File: src/rtl/seq_mult_param.sv
// seq_mult_param: WIDTH-bit shift-add sequential multiplier with start/done handshake.
// One add+shift iteration per clock. A result appears WIDTH+1 cycles after an accepted start.
// Optional build macro: SIGNED_MULT_EN selects two's-complement operands.
//
// state | meaning
// ------+---------------------------------------------------------------
// IDLE  | waiting for start_i; product_o holds the last result
// RUN   | one add+shift per cycle; cnt counts down to the final iteration
// DONE  | single-cycle done_o pulse; start_i here restarts directly into RUN
module seq_mult_param #(
  parameter int WIDTH = 4,
  parameter int CNT_W = $clog2(WIDTH)
) (
  input  logic               clk_i,
  input  logic               rst_n_i,
  input  logic               start_i,
  input  logic [WIDTH-1:0]   multplcnd_i,
  input  logic [WIDTH-1:0]   multplr_i,
  output logic               busy_o,
  output logic               done_o,
  output logic [2*WIDTH-1:0] product_o
);

  typedef enum logic [1:0] {
    IDLE = 2'd0,
    RUN  = 2'd1,
    DONE = 2'd2
  } state_t;

  state_t state_q, state_d;

  logic             load;
  logic             step;
  logic             last;
  logic [WIDTH-1:0] a_q;
  logic [WIDTH-1:0] b_q;
  logic [WIDTH:0]   acc_q;
  logic [CNT_W-1:0] cnt_q;
  logic [WIDTH:0]   a_ext;
  logic [WIDTH:0]   sum;
  logic [WIDTH:0]   acc_nx;
  logic [WIDTH-1:0] b_nx;

  assign last = (cnt_q == '0);

  // State register
  always_ff @(posedge clk_i) begin
    if (!rst_n_i) state_q <= IDLE;
    else          state_q <= state_d;
  end

  // Next-state logic and handshake outputs
  always_comb begin
    state_d = state_q;
    load    = 1'b0;
    step    = 1'b0;
    busy_o  = 1'b0;
    done_o  = 1'b0;
    case (state_q)
      IDLE: begin
        if (start_i) begin
          load    = 1'b1;
          state_d = RUN;
        end
      end
      RUN: begin
        busy_o = 1'b1;
        step   = 1'b1;
        if (last) state_d = DONE;
      end
      DONE: begin
        done_o = 1'b1;
        if (start_i) begin
          load    = 1'b1;
          state_d = RUN;
        end else begin
          state_d = IDLE;
        end
      end
      default: state_d = IDLE;
    endcase
  end

`ifdef SIGNED_MULT_EN
  assign a_ext = {a_q[WIDTH-1], a_q};

  // Signed partial sum: the multiplier MSB carries negative weight, so the last iteration subtracts
  always_comb begin
    sum = acc_q;
    if (b_q[0]) begin
      if (last) sum = acc_q - a_ext;
      else      sum = acc_q + a_ext;
    end
  end

  assign acc_nx = {sum[WIDTH], sum[WIDTH:1]};
`else
  assign a_ext = {1'b0, a_q};

  // Unsigned partial sum; the carry lands in acc[WIDTH] and is shifted down next
  always_comb begin
    sum = acc_q;
    if (b_q[0]) sum = acc_q + a_ext;
  end

  assign acc_nx = {1'b0, sum[WIDTH:1]};
`endif

  // The low bit of the sum shifts into the top of B, retiring one multiplier bit per cycle
  assign b_nx = {sum[0], b_q[WIDTH-1:1]};

  // Operand capture and iteration datapath
  always_ff @(posedge clk_i) begin
    if (!rst_n_i) begin
      a_q   <= '0;
      b_q   <= '0;
      acc_q <= '0;
      cnt_q <= '0;
    end else if (load) begin
      a_q   <= multplcnd_i;
      b_q   <= multplr_i;
      acc_q <= '0;
      cnt_q <= CNT_W'(WIDTH - 1);
    end else if (step) begin
      acc_q <= acc_nx;
      b_q   <= b_nx;
      cnt_q <= cnt_q - CNT_W'(1);
    end
  end

  // Result register: loaded only on the edge entering DONE so it stays put through later operations
  always_ff @(posedge clk_i) begin
    if (!rst_n_i)          product_o <= '0;
    else if (step && last) product_o <= {acc_nx[WIDTH-1:0], b_nx};
  end

endmodule
File: config.mk
export PLATFORM = sky130hd
export DESIGN_NAME = seq_mult_param
export DESIGN_NICKNAME = d
export VERILOG_FILES = /design/src/rtl/seq_mult_param.sv
export SDC_FILE = /design/constraint.sdc
export NUM_CORES = 1
export LEC_CHECK = 0
export CORE_MARGIN = 2
export CORE_UTILIZATION = 49
export CTS_CLUSTER_DIAMETER = 100
export DETAILED_ROUTE_END_ITERATION = 7
export PLACE_DENSITY = 0.82
export SYNTH_ARGS = -nofsm -noshare
export SYNTH_HDL_FRONTEND = slang
export SYNTH_SLANG_ARGS = --single-unit
export TNS_END_PERCENT = 1
File: constraint.sdc
create_clock -name clk_i -period 2.4 [get_ports clk_i]
set_input_delay 0.48 -clock clk_i [delete_from_list [all_inputs] [get_ports clk_i]]
set_output_delay 0.48 -clock clk_i [all_outputs]
set_load 0.02 [all_outputs]
==> run_results.csv <==
group,metric,value,unit
layout,nNetsFinal,165,
worst_setup_path,worst-setup-path-type,"reg2out",
placement,routabilityCongestion,0.742,
detailed_routing,met2_length,1090,um
clock_tree,cts_tree,"yes",
clock_tree,cts_root_buffer,"clkbuf_4",
pwr,p_leak,0.483,nW
layout,final_common_cell,"dfxtp_1",
global_route,antenna_found_initial,0,
clock_tree,worstSkewPairLatency,0.30,ns
yosys,syn-mean-instance-area,8.45,um2
worst_setup_path,crit_chain,"nand2b_2, inv_2, clkdlybuf4s50_1",
floorplan,die_x,50.8,um
floorplan,dieArea,2580,um2
layout,seqCellArea,480,um2
worst_setup_path,crit_arrival,1.72,ns
floorplan,fp-row-count,16,
detailed_routing,wl,2240,um
sta,setup_viol,0,
detailed_routing,ant_nets,0,
clock_tree,cts_setup_buffers,0,
global_route,grt_pass1_vias,894,
yosys,synth_cell_types,30,
yosys,synth_enable_flop_cells,0,
pwr,vdd_ir_drop_max,358,uV
pwr,p_per_area,572,nW/um2
yosys,async_reset_ff_frac,0,
detailed_routing,met1Wirelength,1040,um
floorplan,fp.dieH,50.8,um
worst_setup_path,cp-start-kind,"register",
layout,antenna_cells,0,
global_route,grt_usage,0.190,
yosys,synth_flop_cell,"dfxtp_1",
detailed_routing,route.detailed.drc,0,
yosys,synth.cell_area,1070,um2
layout,post-route-util,0.649,
worst_setup_path,crit_slowest_cell,"clkdlybuf4s50_1",
worst_setup_path,crit_required,1.92,ns
layout,syn_to_final_growth,22.1,%
layout,final_cell_mix,"24 x dfxtp_1, 23 x nand2_1, 20 x clkdlybuf4s50_1, 14 x a21oi_1, 11 x nor2_1",
layout,fill_cells,170,
clock_tree,cts_hold_buffers,0,
clock_tree,cts_inserted_buffers,3,
clock_tree,cts_buffer_depth,2,
global_route,grt_pass1_wl,3750,um
global_route,grt-ovfl-total,0,
clock_tree,post_cts_resized,0,
hold_path,hp-class,"reg2reg",
sta,min_period_over_period,0.916,
detailed_routing,routed_via_density,5.28,
sta,rsz0062_at_grt,"false",
sta,timing_hold_violations_final,0,
worst_setup_path,crit_path_max_incr_delay,0.65,ns
yosys,yosysSeqAreaShare,0.448,
sta,skew,0.00108,ns
detailed_routing,num_vias,913,
sta,tightest_slew,0.409,ns
floorplan,io_pins,21,
detailed_routing,drt_iter0_drc,17,
sta,slew_headroom,0.727,
layout,multi_input_area,541,um2
clock_tree,cts_sinks,24,
placement,io_buffer_count,20,
detailed_routing,drtPass1Iterations,4,
clock_tree,clk_pin_slew,0.12,ns
worst_setup_path,end_kind,"primary output",
layout,final_layout_size_suffix_gt1_frac,0.0479,
yosys,synth_seq_cells,24,
yosys,yosys_warnings,0,
detailed_routing,wire_per_inst,12.9,um
floorplan,core_area,2020,um2
clock_tree,htreeDepth,1,
job,drv_cap,0,
global_route,grt_max_degree,19,
status,status,"completed",
sta,clock.fmax,455,MHz
detailed_routing,wl_met3,83,um
yosys,synth_cells,127,
sta,slew_viol_final,0,
sta,fin_crit,2.20,ns
detailed_routing,top_signal_layer_used,"met4",
worst_setup_path,cp_max_fo,14,
sta,setup_tns,0,ns
placement,dp_hpwl,1700,um
yosys,syn_nets,144,
floorplan,initial_core_util,0.531,
[cells in the mapped netlist, types with 2 or more instances]
cell,instances,area [um2]
a211oi_1,4,30.0
a21oi_1,14,70.1
a221oi_1,2,17.5
a22oi_1,3,22.5
and2_1,2,12.5
buf_2,3,15.0
dfxtp_1,24,480
ha_1,5,62.6
inv_1,5,18.8
inv_2,2,7.51
mux2i_1,3,30.0
nand2_1,23,86.3
nand2b_1,2,12.5
nand3b_1,2,15.0
nor2_1,11,41.3
nor2b_1,3,18.8
nor3_1,4,20.0
o21ai_1,2,10.0
o31ai_1,2,15.0
[where the power goes]
part           total, mW  switching (mW)  leakage [nW]  internal (mW)
clock network      0.168           0.110        0.0138         0.0585
registers          0.440          0.0181         0.196          0.422
logic              0.142          0.0778         0.273         0.0643
total              0.750           0.206         0.483          0.544
[critical path, delay by kind of cell (launching register included)]
family / cells / cell delay (ns)
buffers and inverters: 2 / 0.86
flip-flops: 1 / 0.33
AND/OR/NAND/NOR: 1 / 0.23
[final timing paths]
path,startpoint,to,slack (ns),cells after the start
min,product_o[0]$_SDFFE_PN0P_,product_o[0]$_SDFFE_PN0P_,0.46,2
max,state_q[1]$_SDFFE_PN0P_,busy_o,0.20,3
min reg2reg,product_o[0]$_SDFFE_PN0P_,product_o[0]$_SDFFE_PN0P_,0.46,2
max reg2reg,acc_q[0]$_SDFFE_PP0P_,acc_q[3]$_SDFFE_PP0P_,0.70,7
[logic make-up (layout without fill, tap and decap cells)]
| group | count (synthesis) | after routing | synth area share |
|---|---|---|---|
| AO/OA/AOI/OAI | 30 | 30 | 0.171 |
| XOR/XNOR | 1 | 1 | 0.00816 |
| adder cells (fa/ha/maj) | 6 | 6 | 0.0769 |
| buffers and inverters | 12 | 31 | 0.0490 |
| flip-flops | 24 | 24 | 0.448 |
| multiplexers | 3 | 3 | 0.0280 |
| AND/OR/NAND/NOR | 51 | 51 | 0.219 |
[cell type report]
class                      count  share of cell area
tap                           27              0.0258
sequential                    24               0.366
multi-input combinational     91               0.412
inverter                       7              0.0200
timing repair buffer          21               0.158
clock buffer                   3              0.0172
[layer usage]
layer | vias to the layer above | track usage
met2 | 22 | 0.329
met3 | 4 | 0.0238
met1 | 409 | 0.233
met4 | 0 | 0.0856
met5 | - | 0
li1 | 478 | -
[metrics by stage]
step	cells	worst slack [ns]	hold WS, ns	instance area [um2]	total power, mW
2_1_floorplan	127	0.924	0.440	1070	0.537
4_1_cts	173	0.198	0.462	1310	0.751
3_5_place_dp	170	0.556	0.446	1290	0.590
6_report	173	0.201	0.463	1310	0.750
5_1_grt	173	0.121	0.493	1310	0.789
3_3_place_gp	170	0.591	0.446	1290	0.584
[state kept, by name, indices dropped and copies added (netlist names)]
register,count
a_q,4
acc_q,4
b_q,4
cnt_q,2
product_o,8
state_q,2
No activity file was read; power rests on OpenSTA's default activity.
